$ cat config.mk
export PLATFORM = sky130hd
export DESIGN_NAME = mccoy_core_p_flat
export DESIGN_NICKNAME = d
export VERILOG_FILES = /design/src/rtl/mccoy_core_p_if.sv /design/src/rtl/mccoy_core_p.sv /design/src/flat_wrapper.sv
export SDC_FILE = /design/constraint.sdc
export NUM_CORES = 1
export LEC_CHECK = 0
export CAP_MARGIN = 15
export CORE_ASPECT_RATIO = 1.2
export CORE_MARGIN = 2
export CORE_UTILIZATION = 60
export CTS_BUF_LIST = sky130_fd_sc_hd__clkbuf_16
export DETAILED_ROUTE_END_ITERATION = 8
export HOLD_SLACK_MARGIN = 0.02
export PLACE_DENSITY = 0.8
export SYNTH_ARGS = -nofsm -noshare
export SYNTH_HDL_FRONTEND = slang
export SYNTH_SLANG_ARGS = --single-unit
$ cat constraint.sdc
create_clock -name clk -period 4.55 [get_ports clk]
set_clock_uncertainty 0.2 [all_clocks]
set_input_delay 1.365 -clock clk [delete_from_list [all_inputs] [get_ports clk]]
set_output_delay 1.365 -clock clk [all_outputs]
set_load 0.01 [all_outputs]
$ cat src/rtl/mccoy_core_p_if.sv
// Instruction handshake and architectural status bundle for the McCoy core.
// The master side feeds instructions; the slave side is the core itself.
interface mccoy_core_p_if #(
    parameter int DATA_W = 8,
    parameter int PC_W   = 8
);
    logic [5:0]        instr;
    logic              instr_valid;
    logic              instr_ready;
    logic [PC_W-1:0]   pc;
    logic [DATA_W-1:0] x8;
    logic              carry;
    logic              halted;
    logic              retired;

    modport master (
        output instr, instr_valid,
        input  instr_ready, pc, x8, carry, halted, retired
    );

    modport slave (
        input  instr, instr_valid,
        output instr_ready, pc, x8, carry, halted, retired
    );
endinterface

$ cat src/rtl/mccoy_core_p.sv
// Parametrised single-issue McCoy accumulator core with valid/ready
// instruction intake, carry flag, small register file and a HALT state.
module mccoy_core_p #(
    parameter int DATA_W = 8,
    parameter int PC_W   = 8,
    parameter int NREGS  = 8
) (
    input  logic            clk,
    input  logic            reset,
    mccoy_core_p_if.slave   io_bus
);
    localparam int IDX_W = (NREGS > 1) ? $clog2(NREGS) : 1;

    typedef enum logic { ST_RUN, ST_HALT } state_t;
    typedef enum logic [2:0] {
        OP_ADD, OP_ADDI, OP_LD, OP_ST, OP_LI, OP_BEZ, OP_JA, OP_SYS
    } op_t;

    state_t             r_state, w_stateNext;
    logic [PC_W-1:0]    r_pc, w_pcNext;
    logic [DATA_W-1:0]  r_x8, w_x8Next;
    logic               r_carry, w_carryNext;
    logic               r_retired, w_retiredNext;
    logic [DATA_W-1:0]  r_regs [NREGS];

    op_t                w_op;
    logic [2:0]         w_field;
    logic signed [2:0]  w_fieldS;
    logic [3:0]         w_mod;
    logic [IDX_W-1:0]   w_idx;
    logic [DATA_W-1:0]  w_regVal;
    logic [DATA_W-1:0]  w_imm;
    logic [DATA_W-1:0]  w_opB;
    logic [DATA_W:0]    w_sum;
    logic [PC_W-1:0]    w_off;
    logic               w_accept;
    logic               w_we;

    assign w_op     = op_t'(io_bus.instr[2:0]);
    assign w_field  = io_bus.instr[5:3];
    assign w_fieldS = w_field;
    assign w_mod    = {1'b0, w_field} % 4'(NREGS);
    assign w_idx    = IDX_W'(w_mod);
    assign w_regVal = r_regs[w_idx];
    assign w_imm    = DATA_W'(w_field);
    assign w_off    = PC_W'(w_fieldS);
    assign w_opB    = (w_op == OP_ADD) ? w_regVal : w_imm;
    assign w_sum    = {1'b0, r_x8} + {1'b0, w_opB};
    assign w_accept = io_bus.instr_valid && (r_state == ST_RUN);

    always_comb begin
        w_stateNext   = r_state;
        w_pcNext      = r_pc;
        w_x8Next      = r_x8;
        w_carryNext   = r_carry;
        w_retiredNext = 1'b0;
        w_we          = 1'b0;
        if (w_accept) begin
            w_retiredNext = 1'b1;
            w_pcNext      = r_pc + 1'b1;
            case (w_op)
                OP_ADD, OP_ADDI: {w_carryNext, w_x8Next} = w_sum;
                OP_LD:           w_x8Next = w_regVal;
                OP_ST:           w_we = 1'b1;
                OP_LI:           w_x8Next = w_imm;
                OP_BEZ: begin
                    if (r_x8 == '0) w_pcNext = r_pc + w_off;
                end
                OP_JA:           w_pcNext = PC_W'(r_x8);
                OP_SYS: begin
                    // Operand selects the system function; unused codes are NOPs.
                    case (w_field)
                        3'd0: begin
                            w_x8Next    = r_x8 - 1'b1;
                            w_carryNext = (r_x8 != '0);
                        end
                        3'd1:    w_carryNext = 1'b0;
                        3'd7:    w_stateNext = ST_HALT;
                        default: ;
                    endcase
                end
                default: ;
            endcase
        end
    end

    always_ff @(posedge clk or negedge reset) begin
        if (!reset) begin
            r_state   <= ST_RUN;
            r_pc      <= '0;
            r_x8      <= '0;
            r_carry   <= 1'b0;
            r_retired <= 1'b0;
        end else begin
            r_state   <= w_stateNext;
            r_pc      <= w_pcNext;
            r_x8      <= w_x8Next;
            r_carry   <= w_carryNext;
            r_retired <= w_retiredNext;
        end
    end

    always_ff @(posedge clk or negedge reset) begin
        if (!reset) begin
            for (int i = 0; i < NREGS; i++) r_regs[i] <= '0;
        end else if (w_we) begin
            r_regs[w_idx] <= r_x8;
        end
    end

    assign io_bus.pc          = r_pc;
    assign io_bus.x8          = r_x8;
    assign io_bus.carry       = r_carry;
    assign io_bus.halted      = (r_state == ST_HALT);
    assign io_bus.retired     = r_retired;
    assign io_bus.instr_ready = (r_state != ST_HALT);
endmodule
$ cat src/flat_wrapper.sv
// flat-port wrapper written by rule: the top's interface ports become plain ports
module mccoy_core_p_flat 
#(
    parameter int DATA_W = 8,
    parameter int PC_W   = 8,
    parameter int NREGS  = 8
)
  (clk, reset, io_bus_instr, io_bus_instr_valid, io_bus_instr_ready, io_bus_pc, io_bus_x8, io_bus_carry, io_bus_halted, io_bus_retired);
  mccoy_core_p_if #(.DATA_W(DATA_W), .PC_W(PC_W)) io_bus_i ();
  input  logic clk;
  input  logic reset;
  input wire logic [$bits(io_bus_i.instr)-1:0] io_bus_instr;
  input wire logic [$bits(io_bus_i.instr_valid)-1:0] io_bus_instr_valid;
  output wire logic [$bits(io_bus_i.instr_ready)-1:0] io_bus_instr_ready;
  output wire logic [$bits(io_bus_i.pc)-1:0] io_bus_pc;
  output wire logic [$bits(io_bus_i.x8)-1:0] io_bus_x8;
  output wire logic [$bits(io_bus_i.carry)-1:0] io_bus_carry;
  output wire logic [$bits(io_bus_i.halted)-1:0] io_bus_halted;
  output wire logic [$bits(io_bus_i.retired)-1:0] io_bus_retired;
  assign io_bus_i.instr = io_bus_instr;
  assign io_bus_i.instr_valid = io_bus_instr_valid;
  assign io_bus_instr_ready = io_bus_i.instr_ready;
  assign io_bus_pc = io_bus_i.pc;
  assign io_bus_x8 = io_bus_i.x8;
  assign io_bus_carry = io_bus_i.carry;
  assign io_bus_halted = io_bus_i.halted;
  assign io_bus_retired = io_bus_i.retired;
  mccoy_core_p #(.DATA_W(DATA_W), .PC_W(PC_W), .NREGS(NREGS)) u_core (.clk(clk), .reset(reset), .io_bus(io_bus_i));
endmodule
==> results.txt, run 1 <==
Final setup vio count: 0
CTS Buf Count: 9
Mapped Cells: 450
Area Growth Syn to Fin: 14.9%
Worst-case clock buffer depth: 2
Synth unique cells: 58
Routed Antenna Nets: 0
DIE AREA: 9160 um^2
Share of layout cells above drive strength 1: 27.3%
Post-detail-place hpwl: 8770 um
Worst EP required: 4630 ps
Number of top-level pins: 29
Rel. slew slack: 30.3%
Yosys synthesis warning count: 0
Crit-path most repeated cell: o21ai_0
#FFs+latches synth: 83
Crit path kind: in2reg
WP data arrival: 4340 ps
Die X: 87.7 um
RSZ-0062 raised after global routing: no
Total grt overflow: 0
Sum Neg Setup Slack: 0 ps
Fin nets: 511
Min-delay src: u_core.r_regs[53]
Final min period: 4260 ps
Largest net degree at the start of global routing: 84
# H-tree levels: 3
Final Wtd Congestion: 0.984
Vias in the first global route: 3,890
Critical path's largest stage delay: 460 ps
PortBufs: 28
Wire length per cell: 20.8 um
CP Cell Sequence: clkdlybuf4s50_1, buf_4, buf_12, mux4_2, mux2i_1, o21ai_0, ha_1, o21ai_0, o21bai_1, a21oi_2, o21a_1, or4b_1, nand3_1
FMAX: 235 MHz
Root Buffer: clkbuf_16
Syn_nets: 478
Slew @ Worst Pin: 1050 ps
Num rows: 36
Initial DRC count: 260
First-pass GRT wire length: 20,300 um
Final Power: 0.00152 W
R2r startpoint: u_core.r_regs[9]
Register area share after synthesis: 41.2%
Vias: 3,875
Commonest non-fill, non-tap cell in the layout: dfrtp_1
Placed cell count: 586
CTS tree: built
Critical path origin: io_bus_instr[4]
Post-Syn Area: 5040 um^2
Commonest non-fill, non-tap cells in the layout: dfrtp_1 (83), mux2_2 (65), clkdlybuf4s50_1 (26)
Worst hold path type: reg2reg
CP endpoint kind: flip-flop
Die height: 104 um
Post-detailed-routing wire length: 12,500 um
Maximum capacitance violations: 0
Fin. max-slew vios: 0
Pleak: 2.71 nW
Critical path launch point type: input pin
Run status: complete, no violations
Primary FF master, synth: dfrtp_1
VDD IR-drop max: 0.199 mV
Power per cell area: 263 nW/um^2
Post-route insts no fill: 602
Synth async-reset ratio: 100%
Clk pin slew, worst setup/hold paths: 60 ps
Hold Vio Cnt, Final: 0
Core area: 8150 um^2
Cts hold-fix bufs: 0
Largest cells by area after synthesis: dfrtp_1 (41%), mux2_2 (15%), mux4_2 (6.7%)
Minimum hold slack: 303 ps
Syn avg cell area: 11.2 um^2
GRT Util Overall: 29.1%
Initial core utilization: 61.8%
Slowest-stage cell, CP: clkdlybuf4s50_1
CP max FO: 20
Clock sink count: 83
Initial antenna violation count: 0
Vias per cell: 6.44
Final worst-path cycle share: 93.7%
Synth area leader: dfrtp_1
# diodes: 0
Post-synth EDFFs: 0
TritonRoute pass-1 iters: 5
Synth top area share: 41.2%
Clock Latency Late Sink: 340 ps
DRC: 0
[final timing paths]
check                                  endpoint  slack, ps  cells after the start
max in group asynchronous   u_core.io_bus.pc[7]       2470                      1
setup / recovery            u_core.io_bus.x8[7]        290                     13
hold / removal                u_core.r_regs[53]        300                      1
setup reg to reg            u_core.io_bus.x8[5]       1520                     11
hold reg to reg               u_core.r_regs[53]        300                      1
min in group asynchronous  u_core.io_bus.halted        970                      1
[final cells by class]
type	count	area (um^2)
Fill cell	572	2360
Multi-Input combinational cell	327	2780
Timing Repair Buffer	53	493
Tap cell	114	143
Sequential cell	83	2080
Inverter	9	33.8
Clock inverter	7	45.0
Clock buffer	9	225
[critical path, delay by kind of cell]
| kind | cells | cell delay [ps] |
|---|---|---|
| AOI/OAI and AO/OA | 5 | 770 |
| muxes | 2 | 500 |
| buffers and inverters | 3 | 800 |
| adders and majority gates | 1 | 330 |
| and+or+nand+nor | 2 | 550 |
[sequential cells by signal, indices dropped and copies added, names as in the netlist]
name and cells:
u_core.io_bus.pc 8, u_core.r_regs 64, u_core.io_bus.x8 8, u_core.io_bus.carry 1, u_core.io_bus.halted 1, u_core.io_bus.retired 1
[metal layers]
metal | GRT usage, % | vias up | part of all wire [%]
met5 | 0 | - | 0
met4 | 12.1 | 0 | 3.3
met3 | 6.11 | 40 | 5.3
met2 | 47.0 | 139 | 51
met1 | 37.6 | 1951 | 41
li1 | - | 1745 | -
[cell families after synthesis]
family,Yosys count,synth area share [%]
simple gates,112,12.2
fa+ha+maj,19,5.01
xor+xnor,14,2.43
flops,83,41.2
compound gates,92,11.7
mux,90,23.5
buf+inv,40,3.90
[cells in the mapped netlist (3+ instances only)]
cell / number
a211oi_1: 4
a21o_1: 6
a21oi_1: 19
a22oi_1: 5
a31oi_1: 7
and2_1: 3
and3_1: 4
and3b_1: 4
buf_2: 13
buf_6: 4
clkbuf_1: 13
dfrtp_1: 83
ha_1: 17
inv_1: 9
mux2_2: 65
mux2i_1: 9
mux4_2: 15
nand2_1: 24
nand2b_1: 5
nand3_1: 11
nand4_1: 3
nor2_1: 24
nor3_1: 9
nor4_1: 6
o21a_1: 4
o21ai_0: 23
o221ai_1: 3
o22ai_1: 5
or3_1: 3
xnor2_1: 10
xor2_1: 4
[stage by stage]
step                      setup WS (ps)  utilization, %  area, um^2
after global placement             -233            67.6        5510
after detailed placement           -279            67.6        5510
after CTS                          69.3            70.9        5780
after floorplan                     396               -        5040
final                               289            71.1        5790
after global routing                140            71.1        5790
[report_power, final]
part           total, W  internal, W  switching [W]
clock          0.000674     0.000368       0.000306
sequential     0.000738     0.000738              0
combinational  0.000111    0.0000424      0.0000684
total           0.00152      0.00115       0.000374
[repair_timing]
action	CTS	global route
endpoints found under the setup margin	0	6
buffers inserted	0	0
resized for setup	0	4
No activity file was read; power rests on OpenSTA's default activity.
==> run 2: changes to the inputs <==
--- a/config.mk
+++ b/config.mk
@@ -12,7 +12,7 @@
 export CTS_BUF_LIST = sky130_fd_sc_hd__clkbuf_16
 export DETAILED_ROUTE_END_ITERATION = 8
 export HOLD_SLACK_MARGIN = 0.02
-export PLACE_DENSITY = 0.8
+export PLACE_DENSITY = 0.81
 export SYNTH_ARGS = -nofsm -noshare
 export SYNTH_HDL_FRONTEND = slang
 export SYNTH_SLANG_ARGS = --single-unit
==> run 2 against run 1 <==
Against the previous run: sequential share of layout area down 0.21 points; via count down 0.13%; final cell count increased by 0.33%; critical path depth unchanged; first-iteration DRC count increased by 17%; fmax shrank 1.6%; utilization grew 0.41 points; count of clock-buffer cells in the layout did not move; clock power is 7.3% higher; critical endpoint is now u_core.io_bus.x8[5]; largest cell class unchanged.
==> results.txt, run 2 (synthesis results as in run 1) <==
Vias in the first global route: 3,971
Cts hold-fix bufs: 0
Power per cell area: 270 nW/um^2
WP data arrival: 4360 ps
Bufs and invs on worst path: 3
DIE AREA: 9160 um^2
Vias per cell: 6.41
Clock Latency Late Sink: 340 ps
Initial antenna violation count: 0
Final Wtd Congestion: 1.00
Post-detailed-routing wire length: 12,300 um
Initial core utilization: 61.8%
Fin. max-slew vios: 0
Core area: 8150 um^2
TritonRoute pass-1 iters: 5
Clk pin slew, worst setup/hold paths: 60 ps
CP Cell Sequence: clkdlybuf4s50_1, buf_12, mux4_2, mux2i_1, a21o_1, inv_1, ha_1, a211oi_1, o21bai_1, a21oi_1, xnor2_1, a211o_1, a22o_1
R2r setup slk: 1400 ps
M1 WL: 4900 um
Placed cell count: 588
Largest net degree at the start of global routing: 84
Hold Vio Cnt, Final: 0
Share of layout cells above drive strength 1: 27.1%
Delay-heaviest family, CP: compound AO/OA/AOI/OAI gates
Reg2Reg Depth: 11
FMAX: 231 MHz
Die height: 104 um
Routed Antenna Nets: 0
Final Instance Area: 5830 um^2
Post-layout util: 71.5%
Die X: 87.7 um
Min-Delay Endpoint: u_core.r_regs[37]
CTS Buf Count: 9
Post-detail-place hpwl: 8420 um
Worst EP required: 4580 ps
RSZ-0062 raised after global routing: no
R2r startpoint: u_core.r_regs[1]
Final min period: 4330 ps
Worst hold path type: reg2reg
WHS Path Cells: 1
Area Growth Syn to Fin: 15.6%
Final setup vio count: 0
DRC: 0
Largest register FFs: 64
WL met3: 701 um
Fin nets: 513
Placed cell area: 5530 um^2
Total grt overflow: 0
CP max FO: 16
Crit path kind: in2reg
Root Buffer: clkbuf_16
Min-delay src: u_core.r_regs[37]
Worst r2r dst: u_core.io_bus.x8[5]
Slew @ Worst Pin: 1040 ps
First-pass GRT wire length: 19,600 um
Initial DRC count: 303
# H-tree levels: 3
Slowest-stage cell, CP: clkdlybuf4s50_1
Num rows: 36
Run status: complete, no violations
Commonest non-fill, non-tap cells in the layout: dfrtp_1 (83), mux2_2 (65), clkdlybuf4s50_1 (26)
CP endpoint kind: flip-flop
Metal2 WL: 6260 um
PortBufs: 28
Clock sink count: 83
Largest reg by FF count: u_core.r_regs
Final worst-path cycle share: 95.1%
Rel. slew slack: 30.9%
Critical path launch point type: input pin
Post-route insts no fill: 604
Top layer in use: met4
Commonest non-fill, non-tap cell in the layout: dfrtp_1
# diodes: 0
VDD IR-drop max: 0.204 mV
CTS tree: built
Vias: 3,870
Wire length per cell: 20.3 um
Number of top-level pins: 29
GRT Util Overall: 28.2%
Maximum capacitance violations: 0
Worst-case clock buffer depth: 2
Final Power: 0.00157 W
Pleak: 2.73 nW
Critical path's largest stage delay: 520 ps
[run 2: power by group]
| group | leakage, nW | internal (W) | total (W) | switching, W |
|---|---|---|---|---|
| clock network | 0.141 | 0.000423 | 0.000723 | 0.000300 |
| logic | 1.44 | 0.0000426 | 0.000111 | 0.0000686 |
| registers | 1.15 | 0.000738 | 0.000738 | 0 |
| total | 2.73 | 0.00120 | 0.00157 | 0.000369 |
[run 2: cell type report]
type / count / area [um^2]
Multi-Input combinational cell: 327 / 2770
Fill cell: 555 / 2330
Sequential cell: 83 / 2080
Timing Repair Buffer: 55 / 512
Clock buffer: 9 / 225
Tap cell: 114 / 143
Clock inverter: 7 / 67.6
Inverter: 9 / 33.8
[run 2: worst max-delay path by stage]
stage	from	endpoint	slack, ps	depth (start not counted)
6_report	io_bus_instr[4]	u_core.io_bus.x8[5]	220	13
5_1_grt	io_bus_instr[4]	u_core.io_bus.x8[5]	150	13
4_1_cts	io_bus_instr[3]	u_core.io_bus.x8[5]	10	12
3_5_place_dp	io_bus_instr[3]	u_core.io_bus.x8[6]	-310	14
3_3_place_gp	io_bus_instr[3]	u_core.io_bus.x8[7]	-120	12
2_1_floorplan	io_bus_instr[3]	u_core.io_bus.x8[5]	400	12
[run 2: what timing repair did]
item / CTS / global route
endpoints found under the setup margin: 2 / 6
setup buffers: 0 / 0
resized for setup: 2 / 1
[run 2: layer usage]
metal,up-vias,GRT usage (%)
met4,0,12.7
met5,-,0
met2,166,47.0
met3,35,6.43
met1,1921,34.2
li1,1748,-
[run 2: metrics by stage]
step	setup slack, ps	TNS (ps)	hold slack [ps]
CTS	12.8	0	303
global route	149	0	318
floorplan	396	0	272
finish	221	0	298
detailed placement	-309	-1660	290
global placement	-122	-497	282
==> run 3: changes to the inputs <==
--- a/config.mk
+++ b/config.mk
@@ -6,13 +6,14 @@
 export NUM_CORES = 1
 export LEC_CHECK = 0
 export CAP_MARGIN = 15
+export CELL_PAD_IN_SITES_DETAIL_PLACEMENT = 1
+export CELL_PAD_IN_SITES_GLOBAL_PLACEMENT = 2
 export CORE_ASPECT_RATIO = 1.2
 export CORE_MARGIN = 2
-export CORE_UTILIZATION = 60
-export CTS_BUF_LIST = sky130_fd_sc_hd__clkbuf_16
+export CORE_UTILIZATION = 44
 export DETAILED_ROUTE_END_ITERATION = 8
 export HOLD_SLACK_MARGIN = 0.02
-export PLACE_DENSITY = 0.81
+export PLACE_DENSITY = 0.84
 export SYNTH_ARGS = -nofsm -noshare
 export SYNTH_HDL_FRONTEND = slang
 export SYNTH_SLANG_ARGS = --single-unit
==> run 3 against run 2 <==
Against the previous run: critical path depth increased by 1; cell area is 1.2% higher; hold slack gained 4.0 ps; first-iteration DRC count fell by 46%; count of clock-buffer cells in the layout rose by 3; combinational power rose by 5%; register-to-register slack better by 130 ps; critical endpoint is now u_core.io_bus.x8[7]; largest power group unchanged; highest routed layer unchanged.
==> results.txt, run 3 (synthesis results as in run 1) <==
Clock Latency Late Sink: 340 ps
PortBufs: 28
Post-layout util: 53.2%
Minimum hold slack: 302 ps
Worst EP required: 4620 ps
Placed cell area: 5590 um^2
Multi-input logic area: 2780 um^2
Setup Fix Bufs, Post-CTS: 0
Commonest non-fill, non-tap cells in the layout: dfrtp_1 (83), mux2_2 (65), buf_4 (28)
DRC: 0
# H-tree levels: 3
Number of top-level pins: 29
VDD IR-drop max: 0.200 mV
Initial antenna violation count: 0
Fin nets: 516
FMAX: 228 MHz
WHS Path Cells: 1
Worst-case clock buffer depth: 2
Root Buffer: clkbuf_16
Vias: 3,800
Run status: complete, no violations
Commonest non-fill, non-tap cell in the layout: dfrtp_1
Maximum capacitance violations: 0
DIE AREA: 12,300 um^2
Pleak: 2.73 nW
Core area: 11,100 um^2
Final min period: 4380 ps
Power per cell area: 263 nW/um^2
Worst hold path type: reg2reg
Slew @ Worst Pin: 683 ps
Crit path kind: in2reg
CP max FO: 9
Die X: 102 um
R2r setup slk: 1530 ps
GRT Util Overall: 23.9%
Register Area: 2080 um^2
Min-Delay Endpoint: u_core.r_regs[5]
Initial core utilization: 45.5%
Filler instances: 1,185
Final Instance Area: 5900 um^2
Num rows: 42
Critical path launch point type: input pin
# diodes: 0
Reg2Reg Depth: 12
Rel. slew slack: 54.3%
Wire length per cell: 21.4 um
Post-detail-place hpwl: 9780 um
Routed Antenna Nets: 0
WP data arrival: 4450 ps
CTS tree: built
Share of layout cells above drive strength 1: 28.0%
Vias in the first global route: 4,042
CP endpoint kind: flip-flop
Largest net degree at the start of global routing: 84
Clk pin slew, worst setup/hold paths: 60 ps
Largest register FFs: 64
Min-delay src: u_core.r_regs[5]
Vias per cell: 5.88
Initial DRC count: 165
Clock sink count: 83
Final setup vio count: 0
First-pass GRT wire length: 22,300 um
Total grt overflow: 0
Fin. max-slew vios: 0
Post-detailed-routing wire length: 13,800 um
Hold Vio Cnt, Final: 0
R2r startpoint: u_core.r_regs[25]
TritonRoute pass-1 iters: 4
Area Growth Syn to Fin: 17.0%
CTS Buf Count: 9
Die height: 121 um
Final Wtd Congestion: 0.836
Largest reg by FF count: u_core.r_regs
Final worst-path cycle share: 96.2%
Worst r2r dst: u_core.io_bus.x8[7]
-- run 3: layer usage --
metal | wire length (um) | vias to the layer above | track usage, %
met3 | 393 | 32 | 2.76
met5 | 0 | - | 0
met4 | 424 | 0 | 10.6
li1 | - | 1745 | -
met1 | 5880 | 1950 | 30.5
met2 | 7140 | 73 | 40.5
-- run 3: power breakdown --
part | internal [W] | total, W | switching, W
combinational | 0.0000442 | 0.000116 | 0.0000719
clock | 0.000399 | 0.000696 | 0.000297
sequential | 0.000738 | 0.000738 | 0
-- run 3: critical path, stage by stage --
cell and delay (ps):
clkdlybuf4s50_1 510, buf_12 160, mux4_2 490, mux2i_1 190
a21o_1 160, inv_1 40, ha_1 290, a211oi_1 80
o21bai_1 190, a21oi_2 90, buf_4 130, o21a_1 180
or4b_1 460, nand3_1 90
-- run 3: worst max-delay path by stage --
stage	end	startpoint	slack (ps)	depth (start not counted)
after CTS	u_core.io_bus.x8[5]	io_bus_instr[3]	140	13
after global placement	u_core.io_bus.x8[5]	io_bus_instr[3]	-140	13
after detailed placement	u_core.io_bus.x8[5]	io_bus_instr[3]	-190	13
after floorplan	u_core.io_bus.x8[5]	io_bus_instr[3]	400	12
after global routing	u_core.io_bus.x8[4]	io_bus_instr[3]	-10	14
final	u_core.io_bus.x8[7]	io_bus_instr[3]	170	14
-- run 3: cell type report --
cell class              count  area share (%)
well taps                 154            3.27
multi-input cells         327            47.1
clock buffers              12            4.35
flip-flops and latches     83            35.2
inverters                   9           0.573
repair buffers             58            9.16
clock inverters             3           0.382
-- run 3: repair_timing --
item | 4_1_cts | 5_1_grt
hold buffers | 0 | 0
resized for setup | 0 | 2
setup endpoints to repair | 0 | 2
endpoints found under the hold margin | 0 | 0
-- run 3: per-stage QoR --
stage                     worst slack, ps  instances  setup TNS [ps]  total power, W
after floorplan                       396        450               0        0.000815
after global placement               -142        630            -321        0.000863
after detailed placement             -187        630            -633        0.000867
after CTS                             139        645               0         0.00157
after global routing                -13.2        646           -17.8         0.00160
final                                 171        646               0         0.00155
==> variant: new RTL, flow settings as in run 1 <==
`DATA_W` is set to 8 in 3 places; all go to 12.
--- a/src/rtl/mccoy_core_p_if.sv
+++ b/src/rtl/mccoy_core_p_if.sv
@@ -1,7 +1,7 @@
 // Instruction handshake and architectural status bundle for the McCoy core.
 // The master side feeds instructions; the slave side is the core itself.
 interface mccoy_core_p_if #(
-    parameter int DATA_W = 8,
+    parameter int DATA_W = 12,
     parameter int PC_W   = 8
 );
     logic [5:0]        instr;
--- a/src/rtl/mccoy_core_p.sv
+++ b/src/rtl/mccoy_core_p.sv
@@ -1,7 +1,7 @@
 // Parametrised single-issue McCoy accumulator core with valid/ready
 // instruction intake, carry flag, small register file and a HALT state.
 module mccoy_core_p #(
-    parameter int DATA_W = 8,
+    parameter int DATA_W = 12,
     parameter int PC_W   = 8,
     parameter int NREGS  = 8
 ) (
--- a/src/flat_wrapper.sv
+++ b/src/flat_wrapper.sv
@@ -1,7 +1,7 @@
 // flat-port wrapper written by rule: the top's interface ports become plain ports
 module mccoy_core_p_flat 
 #(
-    parameter int DATA_W = 8,
+    parameter int DATA_W = 12,
     parameter int PC_W   = 8,
     parameter int NREGS  = 8
 )
Interface: changed (resized io_bus_x8); port bits go from 29 to 33. The function was not compared with the original's and may differ.
==> variant against run 1 <==
- cell area rose by 44%
- setup slack got worse by 0.053 ns
- sequential cell count up 36
- combinational power increased by 46%
- core utilization grew 1.2 points
- power rose by 70%
- routed wire length grew 55%
- area after synthesis rose by 41%
- non-clock buffer count rose by 20
- die area grew 39%
- synthesized cell count is 42% higher
- register-to-register slack got worse by 0.36 ns
- highest routed layer unchanged
==> variant: results (changes against run 1) <==
vias in the first global route = 5842 (+50%)
Layout Nets = 725 (+42%)
# fillers = 774 (+35%)
worst reg2reg path depth = 8 (-3)
dpl cell area = 7760 µm² (+41%)
met2 Use GR = 53.8% (+6.8 points)
Inst Count DP = 831 (+42%)
Skew-Pair Late Insertion Delay = 0.42 ns (+0.08 ns)
total CTS buffers = 17 (+8)
worst hold path endpoint = u_core.r_regs[36]$_DFFE_PN0P_
reg2reg start = u_core.io_bus.x8[1]$_DFFE_PN0P_
status = finished, final reports clean
M1 WL = 7510 µm (+47%)
post-route cell area = 8360 µm² (+44%)
layout cells sized above 1 = 27.8% (+0.51 points)
first-pass GRT wire length = 30700 µm (+52%)
largest net degree at the start of global routing = 82 (-2.4%)
r2r setup slk = 1.16 ns (-0.36 ns)
metal2 WL = 9780 µm (+54%)
Buffers on Ports = 32 (+14%)
M1 GR Usage = 39.4% (+1.8 points)
Hold Crit Depth = 2 (+1)
DRT iter0 DRCs = 510 (+96%)
CP max stage delay = 0.52 ns (+0.06 ns)
syn_nets = 673 (+41%)
Synth Area in Compound Gates = 12.9% (+1.1 points)
GRT Util Overall = 32.4% (+3.3 points)
maximum level of the CTS H-tree = 4 (+1)
drt wl/cell = 22.5 µm (+7.8%)
Synth cell types = 68 (+17%)
Vias/cell = 6.63 (+3.0%)
fraction of the mapped netlist area in adder cells = 4.27% (-0.75 points)
sequential area share after synthesis = 41.9% (+0.75 points)
r2r endpoint = u_core.io_bus.pc[5]$_DFFE_PN0P_
Least-Margin Pin Slew = 0.744 ns (-0.302 ns)
maximum vdd drop = 0.244 mV (+22%)
Leak = 3.92 nW (+45%)
Min Hold Slack = 0.281 ns (-0.0224 ns)
[variant: power by group]
group	internal [mW]	switching (mW)	leakage, nW	total [mW]
Combinational	0.0595	0.103	1.98	0.162
Clock	0.862	0.509	0.291	1.37
Sequential	1.06	0	1.65	1.06
[variant: final cells by class]
| class | count | share of cell area [%] |
|---|---|---|
| inverters | 16 | 0.718 |
| well taps | 157 | 2.35 |
| multi-input cells | 466 | 46.0 |
| flip-flops and latches | 119 | 35.6 |
| clock inverters | 15 | 2.11 |
| repair buffers | 73 | 8.17 |
| clock buffers | 17 | 5.09 |
[variant: worst max path at each step]
stage	end	slack, ns
finish	u_core.io_bus.carry$_DFFE_PN0P_	0.24
global route	u_core.io_bus.carry$_DFFE_PN0P_	0.08
CTS	u_core.io_bus.carry$_DFFE_PN0P_	0.28
detailed placement	u_core.io_bus.carry$_DFFE_PN0P_	-0.11
global placement	u_core.io_bus.carry$_DFFE_PN0P_	0.0004
floorplan	u_core.io_bus.x8[10]$_DFFE_PN0P_	0.24
